`config.mk`:
```
export PLATFORM = sky130hd
export DESIGN_NAME = aes_result_scroller
export DESIGN_NICKNAME = d
export VERILOG_FILES = /design/src/rtl/aes_result_scroller.sv
export SDC_FILE = /design/constraint.sdc
export NUM_CORES = 1
export LEC_CHECK = 0
export CORE_MARGIN = 2
export CORE_UTILIZATION = 40
export CTS_CLUSTER_DIAMETER = 30
export CTS_CLUSTER_SIZE = 16
export DETAILED_ROUTE_END_ITERATION = 12
export DONT_BUFFER_PORTS = 1
export GPL_ROUTABILITY_DRIVEN = 0
export PLACE_DENSITY = 0.5
export REMOVE_ABC_BUFFERS = 1
export SLEW_MARGIN = 20
export SYNTH_ARGS = -nofsm -noshare
export SYNTH_HDL_FRONTEND = slang
export SYNTH_SLANG_ARGS = --single-unit
```
`constraint.sdc`:
```
create_clock -name clk -period 4.04 [get_ports clk]
set_clock_uncertainty 0.05 [all_clocks]
set_input_delay 0.808 -clock clk [delete_from_list [all_inputs] [get_ports clk]]
set_output_delay 0.808 -clock clk [all_outputs]
set_load 0.005 [all_outputs]
```
`src/rtl/aes_result_scroller.sv`:
```
// Display stage for the AES datapath: captures a 128-bit block and scrolls its 16 bytes
// as decimal values (double-dabble, one step per cycle) on three active-low 7-segment digits.
module aes_result_scroller #(
    parameter int DWELL = 50000000,
    parameter int CW    = 26
) (
    input  logic         clk,
    input  logic         reset,
    input  logic         load,
    input  logic [127:0] block_in,
    input  logic         pause,
    output logic         busy,
    output logic         valid,
    output logic [3:0]   byte_idx,
    output logic [7:0]   byte_val,
    output logic [6:0]   HEX2,
    output logic [6:0]   HEX1,
    output logic [6:0]   HEX0
);

    typedef enum logic [1:0] {
        S_IDLE    = 2'd0,
        S_CONVERT = 2'd1,
        S_SHOW    = 2'd2
    } state_t;

    localparam logic [CW-1:0] LAST_DWELL = CW'(DWELL - 1);
    localparam logic [6:0]    SEG_BLANK  = 7'h7F;

    function automatic logic [6:0] seg7(input logic [3:0] d);
        case (d)
            4'd0:    seg7 = 7'b1000000;
            4'd1:    seg7 = 7'b1111001;
            4'd2:    seg7 = 7'b0100100;
            4'd3:    seg7 = 7'b0110000;
            4'd4:    seg7 = 7'b0011001;
            4'd5:    seg7 = 7'b0010010;
            4'd6:    seg7 = 7'b0000010;
            4'd7:    seg7 = 7'b1111000;
            4'd8:    seg7 = 7'b0000000;
            4'd9:    seg7 = 7'b0010000;
            default: seg7 = SEG_BLANK;
        endcase
    endfunction

    // Layout {hundreds, tens, units, binary}: adjust each BCD nibble, then shift left.
    function automatic logic [19:0] dd_step(input logic [19:0] s);
        logic [19:0] t;
        t        = s;
        t[19:16] = (t[19:16] >= 4'd5) ? t[19:16] + 4'd3 : t[19:16];
        t[15:12] = (t[15:12] >= 4'd5) ? t[15:12] + 4'd3 : t[15:12];
        t[11:8]  = (t[11:8]  >= 4'd5) ? t[11:8]  + 4'd3 : t[11:8];
        dd_step  = {t[18:0], 1'b0};
    endfunction

    state_t         r_state;
    state_t         w_state_nx;
    logic [127:0]   r_block;
    logic [3:0]     r_idx;
    logic [7:0]     r_cur;
    logic [19:0]    r_sh;
    logic [2:0]     r_cnt;
    logic [CW-1:0]  r_dwell;
    logic           r_busy;
    logic           r_valid;
    logic [3:0]     r_byte_idx;
    logic [7:0]     r_byte_val;
    logic [6:0]     r_hex2;
    logic [6:0]     r_hex1;
    logic [6:0]     r_hex0;

    logic [3:0]     w_next_idx;
    logic [7:0]     w_next_byte;
    logic [19:0]    w_sh_nx;
    logic [3:0]     w_hund;
    logic [3:0]     w_tens;
    logic [3:0]     w_unit;
    logic           w_step;
    logic           w_done;
    logic           w_adv;

    assign w_next_idx  = r_idx + 4'd1;
    assign w_next_byte = r_block[{~w_next_idx, 3'b000} +: 8];
    assign w_sh_nx     = dd_step(r_sh);
    assign w_hund      = w_sh_nx[19:16];
    assign w_tens      = w_sh_nx[15:12];
    assign w_unit      = w_sh_nx[11:8];

    // State register.
    always_ff @(posedge clk) begin
        if (reset) begin
            r_state <= S_IDLE;
        end else begin
            r_state <= w_state_nx;
        end
    end

    // Next-state logic; load overrides every transition.
    always_comb begin
        w_state_nx = r_state;
        if (load) begin
            w_state_nx = S_CONVERT;
        end else begin
            case (r_state)
                S_IDLE:    w_state_nx = S_IDLE;
                S_CONVERT: w_state_nx = (r_cnt == 3'd7) ? S_SHOW : S_CONVERT;
                S_SHOW:    w_state_nx = (!pause && r_dwell == LAST_DWELL) ? S_CONVERT : S_SHOW;
                default:   w_state_nx = S_IDLE;
            endcase
        end
    end

    // Control strobes decoded from the current state.
    always_comb begin
        w_step = 1'b0;
        w_done = 1'b0;
        w_adv  = 1'b0;
        case (r_state)
            S_CONVERT: begin
                w_step = 1'b1;
                w_done = !load && (r_cnt == 3'd7);
            end
            S_SHOW: begin
                w_adv = !load && !pause && (r_dwell == LAST_DWELL);
            end
            default: begin
                w_step = 1'b0;
            end
        endcase
    end

    // Datapath: capture, conversion shift register, dwell timing and display registers.
    always_ff @(posedge clk) begin
        if (reset) begin
            r_block    <= 128'd0;
            r_idx      <= 4'd0;
            r_cur      <= 8'd0;
            r_sh       <= 20'd0;
            r_cnt      <= 3'd0;
            r_dwell    <= '0;
            r_busy     <= 1'b0;
            r_valid    <= 1'b0;
            r_byte_idx <= 4'd0;
            r_byte_val <= 8'd0;
            r_hex2     <= SEG_BLANK;
            r_hex1     <= SEG_BLANK;
            r_hex0     <= SEG_BLANK;
        end else begin
            r_busy <= (w_state_nx != S_IDLE);
            if (load) begin
                r_block <= block_in;
                r_idx   <= 4'd0;
                r_cur   <= block_in[127:120];
                r_sh    <= {12'd0, block_in[127:120]};
                r_cnt   <= 3'd0;
            end else if (w_adv) begin
                r_idx <= w_next_idx;
                r_cur <= w_next_byte;
                r_sh  <= {12'd0, w_next_byte};
                r_cnt <= 3'd0;
            end else if (w_step) begin
                r_sh  <= w_sh_nx;
                r_cnt <= r_cnt + 3'd1;
                if (w_done) begin
                    r_byte_idx <= r_idx;
                    r_byte_val <= r_cur;
                    r_valid    <= 1'b1;
                    r_dwell    <= '0;
                    r_hex2     <= (w_hund == 4'd0) ? SEG_BLANK : seg7(w_hund);
                    // Tens blank only when the whole value is below ten.
                    r_hex1     <= (w_hund == 4'd0 && w_tens == 4'd0) ? SEG_BLANK : seg7(w_tens);
                    r_hex0     <= seg7(w_unit);
                end
            end else if (r_state == S_SHOW && !pause) begin
                r_dwell <= r_dwell + CW'(1);
            end
        end
    end

    assign busy     = r_busy;
    assign valid    = r_valid;
    assign byte_idx = r_byte_idx;
    assign byte_val = r_byte_val;
    assign HEX2     = r_hex2;
    assign HEX1     = r_hex1;
    assign HEX0     = r_hex0;

endmodule

```
Yosys cells after proc, flatten, opt, wreduce, memory -nomap -nowiden. Memories as Yosys holds them, arrays and structs flattened. A register that Yosys moved wholly into a read port is not among the register bits. Index checks and enable logic that the tools add are counted.

Bitwise gates (word level): 3. Reduce and logical (&&, ||, !) cells: 18. $lt $le $gt $ge: 3. Multiplexer cells: 20. Add/sub/neg operators: 6. Equality and inequality tests: 5. Shift operators: 1.

Operator list (count): 128-bit by 8-bit variable part select with 8-bit output (1); 26-bit 2-to-1 mux (3); 8-bit 2-to-1 mux (5); 26-bit by 1-bit adder with 26-bit output, second input constant (1); 26-bit == test, second input constant (1); 7-bit 2-to-1 mux (2); 4-bit by 3-bit >= comparator with 1-bit output, second input constant (3); 4-bit by 2-bit adder with 4-bit output, second input constant (2); 4-bit logical NOT (2); 4-bit 2-to-1 mux (2); 4-bit AND reduction (2); 1-bit logical AND (6); 2-bit 2-to-1 mux (3); 2-bit nonzero test (3); 4-bit by 1-bit adder with 4-bit output, second input constant (1); 4-bit inverter (1); 2-bit one-hot mux with 2 select lines (1); 3-bit by 1-bit adder with 3-bit output, second input constant (1); 3-bit by 2-bit adder with 3-bit output, second input constant (1); 3-bit == test, second input constant (1); 1-bit 2-to-1 mux (3); 3-bit 2-to-1 mux (1); 3-bit nonzero test (1); 3-bit OR reduction (1); 6 further kinds (8).

Output and inout bits: 35. Memory bits (read-only): 336. Input port bits: 132. Register bits: 219. Memories: 3. Word-level logic and storage cells: 73.

Memory list: (no name shown) (depth 16, bits a word 7, read ports 1, clocked after Yosys merged registers in 0, wr ports 0, line 31) `case (d)`; (no name shown) (depth 16, bits a word 7, read ports 1, clocked after Yosys merged registers in 0, wr ports 0, line 31); (no name shown) (depth 16, bits a word 7, read ports 1, clocked after Yosys merged registers in 1, wr ports 0, line 31).

Depth between registers and ports, before layout.
Word-level depth: 6. Mapped depth: 11. Gate-level depth less buffers: 11.

Worst setup path after synthesis. OpenSTA, ideal clock, no wires.

Path kind: reg2reg. Start point: register r_sh[13]. End point: register r_hex1[0], in the netlist HEX1[0]. Data required time: 3.868 ns. Setup time: 0.122 ns. Data arrival time: 2.335 ns. Period minus slack after synthesis: 2.506 ns. Buffers on the path: 0. Stages on the path, launching flop included: 12. Path slack: 1.534 ns. Path through: dfxtp_1 inv_1 ha_1 nand2b_1 a21oi_1 xnor2_1 inv_1 ha_1 and4_1 a32oi_1 and3_4 a2bb2oi_2.

Word-level cells in the longest chain between the ends: 5. Elaborated cells on any way between the ends: 8. Those cells by class: 1 x add/sub; 1 x order compare; 2 x mux; 3 x reduce/logical; 1 x memory.

Ends and longest elaborated chain: start: declaration (line 61) `logic [19:0] r_sh;`; start signal: assignment (line 154) `r_sh <= {12'd0, block_in[127:120]};`; start signal: assignment (line 159) `r_sh <= {12'd0, w_next_byte};`; start signal: assignment (line 162) `r_sh <= w_sh_nx;`; 4-bit by 2-bit adder with 4-bit output or 4-bit by 3-bit >= comparator with 1-bit output (tied branches) (line 51) `t[15:12] = (t[15:12] >= 4'd5) ? t[15:12] + 4'd3 : t[15:12];`; 4-bit 2-to-1 mux (*) (line 51); branches (longest 2 deep; another with memory 16 x 7 bit); 7-bit 2-to-1 mux (*) (line 171) `r_hex1 <= (w_hund == 4'd0 && w_tens == 4'd0) ? SEG_BLANK : seg7(w_tens);`; end signal: assignment (line 171); end: declaration (line 69) `logic [6:0] r_hex1;`.

Mark *: on every way between the ends. A chain may end at the register's enable or synchronous reset.

Worst setup path after layout.
Start point: register r_sh[13]. End point: register r_hex1[1], in the netlist HEX1[1].

Same word-level chain as after synthesis.

==> impl_metrics.tcl <==
set metrics [dict create \
    status "complete, no violations" \
    start_util 0.404 \
    power.switching_uw 1540 \
    routed_wl_um 25200 \
    p_int_uw 5460 \
    insertion_delay_ns 0.56 \
    overflow 0 \
    switching_share 0.220 \
    portBuffers 0 \
    grt_pass1_vias 7351 \
    dieArea_mm2 0.0274 \
    ys_types 67 \
    antenna_left 0 \
    final_cell_count_no_fill 1441 \
    startpoint_type "register" \
    yosysMostFrequentCell "dfxtp_1" \
    cts_tree "done" \
    path_cells "inv_1 -> ha_1 -> nand2b_1 -> a21oi_1 -> xnor2_1 -> inv_1 -> ha_1 -> and4_1 -> a32oi_1 -> and3_4 -> a2bb2oi_2" \
    p_comb_frac 0.038 \
    ctsRootBufferMaster "clkbuf_16" \
    syn2layout_area_growth_pct 20.2 \
    setup_viol_count_final 0 \
    hpwl_um 15900 \
    io_pins 167 \
    synth_edf_count 0 \
    synth_top_family_by_area "multiplexers" \
    period_needed_ns 2.83 \
    core.rowCount 59 \
    arrival_ns 3.22 \
    cpMaxStageDelayCell "dfxtp_1" \
    grt_pass1_wl_um 39200 \
    nets 1218 \
    cts_htree_levels 2 \
    synth_compound_area_frac 0.0936 \
    worst_path_largest_cell_delay_ns 0.40 \
    synth_flop_cell "dfxtp_1" \
    fin_tns_setup_ns 0 \
    viasPerCell 5.17 \
    ys_seq_elements 226 \
    grt_max_degree 173 \
    yosysTopAreaCell "dfxtp_1" \
    drive_gt1_frac 0.167 \
    chipWidth_um 165 \
    cts_sinks 226 \
    drv_slew 0 \
    synth_warnings 0 \
    yosys-top-cells-count "dfxtp_1, nor2_1, mux2i_1" \
    grt_usage 0.183 \
    rsz0062_at_grt "no" \
    drc 0 \
    synth_xor_area_frac 0.0284 \
    drtIter0Drc 376 \
    critPathMaxFanout 6 \
    finalHoldViolCount 0 \
    numCtsBuffers 55 \
    synth_area_mm2 0.0104 \
    hold_ws_ns 0.271 \
    synth_area_leaders "dfxtp_1, mux2i_1, mux4_2" \
    synthMuxAreaShare 0.213 \
    postCtsSetupRepairBufs 0 \
    dr_total_vias 7450 \
    synth_cells 1055 \
    period_share 0.702 \
    leakagePower_uw 0.00497 \
    fmax_mhz 353 \
    tightest_slew_ns 0.947 \
    core_area_mm2 0.0258 \
    relSlewSlack 0.350 \
    cts_resized 0 \
    drv_cap 0 \
    ctsHoldBuffers 0 \
    netlist.area_leader.share 0.434 \
    min_path_type "in2reg" \
    syn_area_per_cell_um2 9.89 \
    dp.cells 1339 \
    clk_pin_slew_ns 0.05 \
    first_pass_iters 4 \
    pwr-share-seq 0.339 \
    synth-simple-area-share 0.160 \
    required_ns 4.42 \
    max-vdd-ir-drop_uv 358 \
    setup.worst_path.class "reg2reg" \
    clk_path_buf_depth 3 \
    synth-seq-area-share 0.434 \
    clockPowerShare 0.623 \
    antenna_found_initial 0 \
    synthAdderAreaFrac 0.0300 \
    wire_per_inst_um 17.5 \
    power.total_uw 7010 \
    dieHeight_um 165 \
    diodes 0 \
    final_util 0.485 \
    final.fill_count 2445 \
    p_per_area_mw_per_mm2 559 \
    crit_path_end_kind "register" \
    ys_async_sr_fraction 0 \
]
-- worst paths after layout --
kind | end | slack, ns | from | cells after the start
setup / recovery | HEX1[1] | 1.21 | r_sh[13] | 11
hold / removal | r_block[40] | 0.27 | reset | 1
setup reg to reg | HEX1[1] | 1.21 | r_sh[13] | 11
hold reg to reg | byte_val[6] | 0.40 | r_cur[6] | 2
-- cell usage in the layout (no fill, tap or decap), drive strengths merged, types with 3 or more instances in the layout --
cell type,n
nor3b,6
nor4bb,3
a2bb2oi,5
ha,25
a21o,8
a211oi,7
nand4,3
nor4b,6
nand2,76
nor3,27
clkinvlp,7
nor4,6
o21ai,35
mux2i,148
and3,4
nand2b,5
inv,30
xnor2,20
xor2,13
o22a,4
clkinv,14
a21oi,46
buf,12
nor2,182
or3,3
o31ai,3
nand4b,3
bufinv,4
and2,4
nand3,15
dfxtp,226
mux4,33
and4,5
a31oi,20
clkbuf,74
-- power groups by stage --
stage                     logic [µW]  clock network [µW]  registers [µW]
after detailed placement         269                   0            2410
after global routing             303                4580            2380
final                            268                4360            2370
after global placement           265                   0            2410
after CTS                        272                4460            2370
after floorplan                  228                   0            2400
-- layout make-up --
class | instances | area (µm²) | share of cell area
clock inverters | 28 | 324 | 0.0259
multi-input cells | 739 | 5490 | 0.438
repair buffers | 12 | 90.1 | 0.00719
clock buffers | 74 | 1580 | 0.126
well taps | 335 | 419 | 0.0334
flip-flops and latches | 226 | 4530 | 0.361
inverters | 27 | 101 | 0.00809
-- sequential cells by signal, summed over array words and instances, names as in the netlist, 2 cells and up --
name	cells
r_cur	8
r_block	128
HEX0	7
byte_idx	4
r_cnt	3
r_state	2
r_dwell	26
r_sh	20
r_idx	4
HEX1	7
HEX2	7
byte_val	8
-- worst max-delay path: cells and delay by family (launching register included) --
| family | cells | cell delay, ns |
|---|---|---|
| AND/OR/NAND/NOR | 3 | 0.62 |
| adder cells (fa/ha/maj) | 2 | 0.38 |
| AO/OA/AOI/OAI | 3 | 0.72 |
| flip-flops | 1 | 0.40 |
| buffers and inverters | 2 | 0.22 |
| XOR/XNOR | 1 | 0.32 |
-- routing by layer --
metal | up-vias | part of all wire | global-route usage
met1 | 3466 | 0.44 | 0.228
met2 | 188 | 0.46 | 0.292
met3 | 47 | 0.080 | 0.0667
li1 | 3749 | - | -
met4 | 0 | 0.022 | 0.0623
met5 | - | 0 | 0
-- cell families after synthesis --
group                      Yosys count
DFF                                226
and+or+nand+nor                    354
buffers and inverters               90
muxes                              181
adders and majority gates           25
AOI/OAI and AO/OA                  146
xor gates and xnor gates            33
-- stage by stage --
stage	setup WS, ns	instance area, µm²
2_1_floorplan	0.313	10100
3_3_place_gp	1.01	10600
3_5_place_dp	1.00	10600
4_1_cts	1.20	12500
5_1_grt	0.972	12500
6_report	1.21	12500
No activity file was read; power rests on OpenSTA's default activity.
